`src/rtl/hex_display_scanner.sv`:
```
// Time-multiplexed hex driver for a NUM_DIGITS-digit seven-segment display.
// The displayed word is snapshotted at frame boundaries so a frame never mixes two words.
module hex_display_scanner #(
    parameter int unsigned NUM_DIGITS     = 8,
    parameter int unsigned REFRESH_DIV    = 50000,
    parameter bit          SEG_ACTIVE_LOW = 1'b1,
    parameter bit          AN_ACTIVE_LOW  = 1'b1
) (
    input  logic                  clk,
    input  logic                  reset,
    input  logic [31:0]           word,
    input  logic                  freeze,
    input  logic                  blank_zeros,
    output logic [6:0]            seg,
    output logic                  dp,
    output logic [NUM_DIGITS-1:0] an,
    output logic                  frame_start
);

    localparam int unsigned CNT_W   = $clog2(REFRESH_DIV);
    localparam int unsigned DIGIT_W = (NUM_DIGITS > 1) ? $clog2(NUM_DIGITS) : 1;

    localparam logic [CNT_W-1:0]      CNT_LAST   = CNT_W'(REFRESH_DIV - 1);
    localparam logic [DIGIT_W-1:0]    DIGIT_LAST = DIGIT_W'(NUM_DIGITS - 1);
    localparam logic [6:0]            SEG_OFF    = {7{SEG_ACTIVE_LOW}};
    localparam logic                  DP_OFF     = SEG_ACTIVE_LOW;
    localparam logic [NUM_DIGITS-1:0] AN_OFF     = {NUM_DIGITS{AN_ACTIVE_LOW}};

    logic [CNT_W-1:0]      div_cnt;
    logic [DIGIT_W-1:0]    digit;
    logic [31:0]           snapshot;
    logic                  load_pending;

    logic                  tick;
    logic                  last_digit;
    logic                  load;
    logic [31:0]           disp_data;
    logic [3:0]            nib;
    logic                  blank;
    logic [NUM_DIGITS-1:0] an_onehot;
    logic [6:0]            seg_next;
    logic                  dp_next;
    logic [NUM_DIGITS-1:0] an_next;

    // Active-high segment pattern {g,f,e,d,c,b,a} for one hex nibble
    function automatic logic [6:0] hex_to_seg(input logic [3:0] value);
        logic [6:0] pattern;
        case (value)
            4'h0:    pattern = 7'h3F;
            4'h1:    pattern = 7'h06;
            4'h2:    pattern = 7'h5B;
            4'h3:    pattern = 7'h4F;
            4'h4:    pattern = 7'h66;
            4'h5:    pattern = 7'h6D;
            4'h6:    pattern = 7'h7D;
            4'h7:    pattern = 7'h07;
            4'h8:    pattern = 7'h7F;
            4'h9:    pattern = 7'h6F;
            4'hA:    pattern = 7'h77;
            4'hB:    pattern = 7'h7C;
            4'hC:    pattern = 7'h39;
            4'hD:    pattern = 7'h5E;
            4'hE:    pattern = 7'h79;
            default: pattern = 7'h71;
        endcase
        return pattern;
    endfunction

    assign tick       = (div_cnt == CNT_LAST);
    assign last_digit = (digit == DIGIT_LAST);
    assign load       = load_pending || (tick && last_digit && !freeze);

    // The first cycle after reset shows the word being loaded, not the cleared snapshot
    assign disp_data  = load_pending ? word : snapshot;

    // Digit select, one-hot enable and leading-zero blanking for the current digit
    always_comb begin
        nib       = 4'h0;
        an_onehot = '0;
        blank     = blank_zeros && (digit != '0);
        for (int i = 0; i < NUM_DIGITS; i++) begin
            if (digit == DIGIT_W'(i)) begin
                nib          = disp_data[4*i +: 4];
                an_onehot[i] = 1'b1;
            end
            if ((DIGIT_W'(i) >= digit) && (disp_data[4*i +: 4] != 4'h0)) begin
                blank = 1'b0;
            end
        end
        seg_next = blank ? SEG_OFF : (hex_to_seg(nib) ^ SEG_OFF);
        an_next  = an_onehot ^ AN_OFF;
        dp_next  = ((digit == '0) && freeze) ? ~DP_OFF : DP_OFF;
    end

    always_ff @(posedge clk or posedge reset) begin
        if (reset) begin
            div_cnt      <= '0;
            digit        <= '0;
            snapshot     <= '0;
            load_pending <= 1'b1;
            frame_start  <= 1'b0;
            seg          <= SEG_OFF;
            dp           <= DP_OFF;
            an           <= AN_OFF;
        end else begin
            div_cnt      <= tick ? '0 : div_cnt + CNT_W'(1);
            if (tick) begin
                digit <= last_digit ? '0 : digit + DIGIT_W'(1);
            end
            if (load) begin
                snapshot <= word;
            end
            load_pending <= 1'b0;
            frame_start  <= tick && last_digit;
            seg          <= seg_next;
            dp           <= dp_next;
            an           <= an_next;
        end
    end

endmodule

```
`config.mk`:
```
export PLATFORM = sky130hd
export DESIGN_NAME = hex_display_scanner
export DESIGN_NICKNAME = d
export VERILOG_FILES = /design/src/rtl/hex_display_scanner.sv
export SDC_FILE = /design/constraint.sdc
export NUM_CORES = 1
export LEC_CHECK = 0
export CORE_MARGIN = 2
export CORE_UTILIZATION = 50
export CTS_CLUSTER_DIAMETER = 60
export CTS_CLUSTER_SIZE = 40
export DETAILED_ROUTE_END_ITERATION = 6
export PLACE_DENSITY = 0.75
export SYNTH_ARGS = -nofsm -noshare
export SYNTH_HDL_FRONTEND = slang
export SYNTH_SLANG_ARGS = --single-unit
```
`constraint.sdc`:
```
create_clock -name clk -period 3.5 [get_ports clk]
set_clock_uncertainty 0.1 [all_clocks]
set_input_delay 0.7 -clock clk [delete_from_list [all_inputs] [get_ports clk]]
set_output_delay 0.7 -clock clk [all_outputs]
set_load 0.01 [all_outputs]
```
==> results by group, run 1 <==
Clock network
  – Total setup buffers inserted after CTS: 0
  – CTS tree: built
  – Max clock buf depth: 2
  – CTS Hold Bufs: 0
  – Clock sink count: between 60 and 70
  – Root cell of the clock tree: clkbuf_8
  – Clock transition at the registers of the reported paths: around 0.08 ns
  – Worst skew pair latency: between 0.3 and 0.4 ns
  – CTS buffer count: 9
  – CTS HTree Levels: 3

Synth
  – Ranking of synthesized cells by area: dfrtp_1 (33%), dfstp_2 (11%), mux2_2 (9.5%), mux2i_1 (8.7%), ha_1 (3.5%)
  – Average cell area after synthesis: around 11 sq um
  – Yosys top cell area share: 0.3322
  – Seq/Total Area, Yosys: 0.4462
  – Top_reg_cell synth: dfrtp_1
  – Seq cells post-synth: just under 70
  – Ys async rst share: 1.000
  – Synth area leader: dfrtp_1
  – Syn_nets: just over 400
  – Post-synth EDFFs: 0
  – Synthesized area: 0.003918 sq mm
  – Synth unique cells: 59
  – Mapped Cells: 360
  – Synth warnings: 0

Place
  – RD Place Congestion: 0.8984
  – Final HPWL DP: between 6000 and 7000 um
  – PortBufs: 52
  – Post-place instance area: approximately 0.0046 sq mm
  – Inst Count DP: ~520

Cells and area
  – Fin area: 0.004848 sq mm
  – Finished Layout Cells: 533
  – Antenna Cells: 0
  – # nets final: 473
  – Filler cells: just under 600
  – Synth-to-Final Area Change: 23.76%
  – Share of layout cells above drive strength 1: 0.2158

Setup path
  – FF-to-FF End: seg[3]
  – Critical-path cell list: buf_4 -> mux2i_1 -> nor2_1 -> o31ai_1 -> o21ai_0 -> buf_4 -> ha_1 -> mux2_2 -> nand2_1 -> o31ai_1 -> a311oi_1 -> a22oi_1 -> or2_1
  – Worst r2r src: load_pending
  – Crit-path slowest cell: dfstp_4
  – Setup CP Type: register to register
  – WP data arrival: approximately 3.5 ns
  – Critical Path Fanout Max: 17
  – CP max stage delay: roughly 0.77 ns
  – Reg2reg setup slack: ~0.22 ns
  – Worst EP required: ~3.7 ns
  – Worst setup EP type: register
  – Startpoint Class: register
  – R2R depth: 13

Floorplan
  – Die W: about 90 um
  – Die height: ~93 um
  – FP Rows: 32
  – Die area: between 0.008 and 0.009 sq mm
  – I/O Pins: 53
  – Core area: ~0.0076 sq mm
  – Starting Density: 0.5123

Power
  – VDD IR max: between 200 and 300 uV
  – Power Dens Cells: around 410 mW/mm^2
  – Leak pwr: roughly 2 nW

Worst hold path
  – Hold depth: 1
  – Hold_sp: div_cnt[0]
  – Hold EP: div_cnt[0]
  – Worst Hold Class: register to register

STA
  – Final setup fails: 0
  – Fin crit period: 3.282 ns
  – Fmax: around 0.30 GHz
  – Least-Margin Pin Slew: just under 0.8 ns
  – Relative slew margins: 0.4606
  – RSZ-0062 raised after global routing: no
  – Final Hold Viols: 0
  – Final setup TNS: 0 ns
  – Count of pins over their slew limit: 0
  – Final Cycle Share: 0.9376

Routing
  – Average wire per standard cell: roughly 16 um
  – Drt total wl: ~8700 um
  – Drt pass-1 iters: 4
  – Drt via density: between 5 and 6
  – Post-DRT Antenna Nets: 0
  – DR iter-0 viols: 160
  – Residual DRC: 0
  – Vias: 3,055

Status
  – Status: finished clean

Global route
  – Total track usage: 0.2115
  – Largest net degree at the start of global routing: 30
  – Gr ovfl total: 0
  – Vias in the first global route: 3,030
  – First-pass GRT wire length: between 10,000 and 15,000 um
  – Initial antenna violation count: 0

Job
  – Max-Cap Viols: 0
==> stage by stage <==
stage	power [mW]	hold WS [ns]	worst slack, ns	utilization
finish	2.012	0.3572	0.2184	0.6340
global route	2.081	0.3739	0.03381	0.6340
CTS	2.021	0.3603	0.1593	0.6322
detailed placement	1.216	0.3499	0.01737	0.6001
global placement	1.207	0.3381	0.1298	0.6001
floorplan	1.082	0.3251	0.2096	-
==> what timing repair did <==
item                       CTS  global route
hold endpoints to repair     0             0
gates resized for setup      0             4
setup endpoints to repair    0             1
==> sequential cells by signal, indices dropped and copies added (netlist names) <==
register	cells
snapshot	32
div_cnt	16
dp	1
an	8
frame_start	1
load_pending	1
seg	7
digit	3
==> routing by layer <==
layer | GRT usage | part of all wire | wire (um)
met1 | 0.2746 | 0.46 | 3982
met2 | 0.3431 | 0.48 | 4129
met3 | 0.03417 | 0.038 | 327
met4 | 0.1057 | 0.025 | 215
met5 | 0 | 0 | 0
==> cell usage after synthesis, drive strengths merged (7+ instances only) <==
library cell,n
a21oi,9
buf,11
dfrtp,52
dfstp,17
ha,11
inv,16
mux2,35
mux2i,34
nand2,19
nand3,10
nor2,24
nor4,14
o21ai,18
xnor2,7
xor2,7
==> cell families after synthesis <==
group | Yosys count | share of synthesized area
fa+ha+maj | 11 | 0.03513
flops | 69 | 0.4462
simple gates | 99 | 0.1329
xor+xnor | 14 | 0.03130
buf+inv | 31 | 0.04375
compound gates | 66 | 0.1223
other cells | 1 | 0.0009572
mux | 69 | 0.1875
==> power by group <==
group / internal [mW] / switching [mW] / total (mW)
Clock: 0.477 / 0.332 / 0.809
Sequential: 0.861 / 0.0356 / 0.897
Combinational: 0.166 / 0.140 / 0.306
==> worst max-delay path: cells and delay by family, from the launching register on <==
family	cells	cell delay, ns
compound gates	5	0.86
fa+ha+maj	1	0.21
buf+inv	2	0.44
flops	1	0.77
mux	2	0.46
simple gates	3	0.36
==> how the worst max path moves through the flow <==
stage,end,startpoint,cells past startpoint
after CTS,seg[3],digit[0],14
after floorplan,seg[3],load_pending,15
after detailed placement,seg[3],word[1],13
final,seg[3],load_pending,13
after global placement,seg[3],word[1],13
after global routing,seg[3],digit[1],14
==> cell type report <==
cell class / count / area [sq um] / area share
multi-input combinational: 260 / 2012 / 0.4150
sequential: 69 / 1752 / 0.3613
timing repair buffer: 69 / 648.1 / 0.1337
tap: 102 / 127.6 / 0.02632
clock buffer: 9 / 123.9 / 0.02555
clock inverter: 7 / 121.4 / 0.02503
inverter: 17 / 63.81 / 0.01316
==> cells in the final DEF, fill, tap and decap left out, types with 4 or more instances in the layout <==
cell type and count:
nand2_1 18, ha_1 11, clkdlybuf4s50_1 52, nor4_1 14, a21oi_1 8, xor2_1 7, dfrtp_1 52, o21ai_0 18
mux2i_1 34, or4_1 4, nor2_1 24, a22oi_1 4, xnor2_1 7, nor3_1 5, buf_4 17, mux2_2 33
clkbuf_8 9, inv_1 14, nand3_1 10, o31ai_1 4, dfstp_2 16
(Power assumes the default switching activity.)
==> inputs of run 2 (changes only) <==
--- a/config.mk
+++ b/config.mk
@@ -5,6 +5,7 @@
 export SDC_FILE = /design/constraint.sdc
 export NUM_CORES = 1
 export LEC_CHECK = 0
+export CORE_ASPECT_RATIO = 1.2
 export CORE_MARGIN = 2
 export CORE_UTILIZATION = 50
 export CTS_CLUSTER_DIAMETER = 60
==> run 2 against run 1 <==
  * Non-clock buffer count up 2
  * Global-route usage up 0.61 points
  * Critical path depth up 1
  * Worst setup slack better by 0.091 ns
  * Critical path type unchanged
  * Largest cell class unchanged
==> results by group, run 2 (synthesis gave the netlist of run 1 again) <==
Clock network
  – Max clock buf depth: 2 (unchanged)
  – CTS HTree Levels: 3 (unchanged)
  – Clock sink count: 69 (unchanged)
  – Worst skew pair latency: 0.35 ns (about the same)
  – Root cell of the clock tree: clkbuf_8
  – CTS Hold Bufs: 0 (unchanged)
  – CTS tree: built
  – Clock transition at the registers of the reported paths: 0.08 ns (about the same)
  – CTS buffer count: 9 (unchanged)

STA
  – Least-Margin Pin Slew: 0.8478 ns (+0.05901 ns)
  – Final setup fails: 0 (unchanged)
  – Count of pins over their slew limit: 0 (unchanged)
  – Fin crit period: 3.190 ns (-0.09112 ns)
  – RSZ-0062 raised after global routing: no
  – Final Hold Viols: 0 (unchanged)
  – Final Cycle Share: 0.9116 (-0.02603)
  – Relative slew margins: 0.4202 (-0.04036)
  – Fmax: 0.3134 GHz (+2.9%)
  – Final setup TNS: 0 ns (unchanged)
  – Hold_ws: 0.3680 ns (+0.01081 ns)

Floorplan
  – Die height: 101.0 um (+9.1%)
  – Starting Density: 0.5112 (-0.001087)
  – I/O Pins: 53 (unchanged)
  – Die area: 0.008562 sq mm (about the same)
  – FP Rows: 35 (+9.4%)
  – Core area: 0.007664 sq mm (+0.21%)
  – Die W: 84.81 um (-8.3%)

Setup path
  – Worst setup EP type: register
  – Critical Path Fanout Max: 7 (-10)
  – Worst EP required: 3.67 ns (-0.02 ns)
  – WP data arrival: 3.36 ns (-0.11 ns)
  – Setup CP Type: register to register
  – Startpoint Class: register

Cells and area
  – Top Registers: snapshot (32), div_cnt (16), an (8)
  – Max FFs per register: 32 (unchanged)
  – Commonest non-fill, non-tap cells in the layout: dfrtp_1 (52), clkdlybuf4s50_1 (52), mux2i_1 (34)
  – Synth-to-Final Area Change: 23.25%
  – Antenna Cells: 0 (unchanged)
  – Most flops, register: snapshot
  – # nets final: 475 (+0.42%)
  – Share of layout cells above drive strength 1: 0.2171 (+0.001313)

Global route
  – Largest net degree at the start of global routing: 37 (+23%)
  – Total track usage: 0.2176 (+0.006126)
  – Initial antenna violation count: 0 (unchanged)
  – Gr ovfl total: 0 (unchanged)
  – First-pass GRT wire length: 14,700 um (+4.2%)
  – Vias in the first global route: 3,062 (+1.1%)

Power
  – VDD IR max: 261.7 uV (-2.5%)
  – Power Dens Cells: 383.6 mW/mm^2 (-7.6%)
  – Leak pwr: 2.053 nW (about the same)

Routing
  – DR iter-0 viols: 206 (+29%)
  – Post-DRT Antenna Nets: 0 (unchanged)
  – Residual DRC: 0 (unchanged)
  – Drt via density: 5.739 (+0.13%)
  – Vias: 3,013 (-1.4%)
  – Drt pass-1 iters: 5 (+1)
  – Average wire per standard cell: 16.73 um (+3.0%)
  – Drt total wl: 8782 um (+1.5%)

Worst hold path
  – Worst Hold Class: register to register

Place
  – PortBufs: 52 (unchanged)
  – Final HPWL DP: 6706 um (+2.1%)
  – RD Place Congestion: 0.9331 (+3.9%)

Job
  – Max-Cap Viols: 0 (unchanged)

Status
  – Status: finished clean
[run 2: cell count changes in the layout (fill, tap and decap cells not counted), sizes merged]
cell,before,now
buf,17,19
inv,17,16
clkinv,4,6
clkbuf,9,10
bufinv,3,1
[run 2: per-stage QoR]
| stage | area (sq um) | power (mW) | util | instances | worst slack [ns] |
|---|---|---|---|---|---|
| floorplan | 3918 | 1.082 | - | 360 | 0.2096 |
| global placement | 4617 | 1.209 | 0.6024 | 509 | 0.03347 |
| detailed placement | 4617 | 1.220 | 0.6024 | 509 | 0.004572 |
| CTS | 4817 | 1.870 | 0.6286 | 525 | 0.2179 |
| global route | 4828 | 1.946 | 0.6300 | 525 | 0.005679 |
| finish | 4828 | 1.852 | 0.6300 | 525 | 0.3095 |
[run 2: worst max-delay path, cell delays in order, from the launching register on]
cell and delay [ns]:
dfrtp_1 0.38, inv_1 0.17, ha_1 0.21, nand2b_1 0.20, o32ai_1 0.40, nor3_1 0.10, o31ai_2 0.30, inv_1 0.10
ha_1 0.20, mux2_2 0.26, nand2_1 0.08, o31ai_1 0.07, a311oi_1 0.21, a22oi_1 0.12, or2_1 0.22
[run 2: path summary, 6_finish.rpt]
kind                       startpoint           to  slack, ns  cells past startpoint
max                          digit[0]       seg[3]       0.31                     14
min                        div_cnt[0]   div_cnt[0]       0.37                      1
max reg2reg                  digit[0]       seg[3]       0.31                     14
min reg2reg                div_cnt[0]   div_cnt[0]       0.37                      1
max in group asynchronous       reset        an[6]       1.89                      3
min in group asynchronous       reset  div_cnt[12]       0.69                      2
[run 2: timing repair]
action / in CTS / in global routing
endpoints found under the setup margin: 0 / 1
buffers inserted: 0 / 0
resized for setup: 0 / 3
[run 2: final cells by class]
cell class,instances,area (sq um)
Clock buffer,10,137.6
Clock inverter,6,62.56
Fill cell,640,2835
Inverter,17,63.81
Multi-Input combinational cell,260,2009
Sequential cell,69,1752
Tap cell,92,115.1
Timing Repair Buffer,71,688.2
[run 2: per-layer routing]
layer | global-route usage | routed length (um) | vias up
li1 | - | - | 1464
met1 | 0.2732 | 3863 | 1461
met2 | 0.3767 | 4364 | 68
met3 | 0.04750 | 362 | 20
met4 | 0.06593 | 192 | 0
met5 | 0 | 0 | -
[run 2: power by group]
part           switching (mW)  internal (mW)
registers              0.0380          0.862
clock network           0.299          0.347
logic                   0.138          0.168
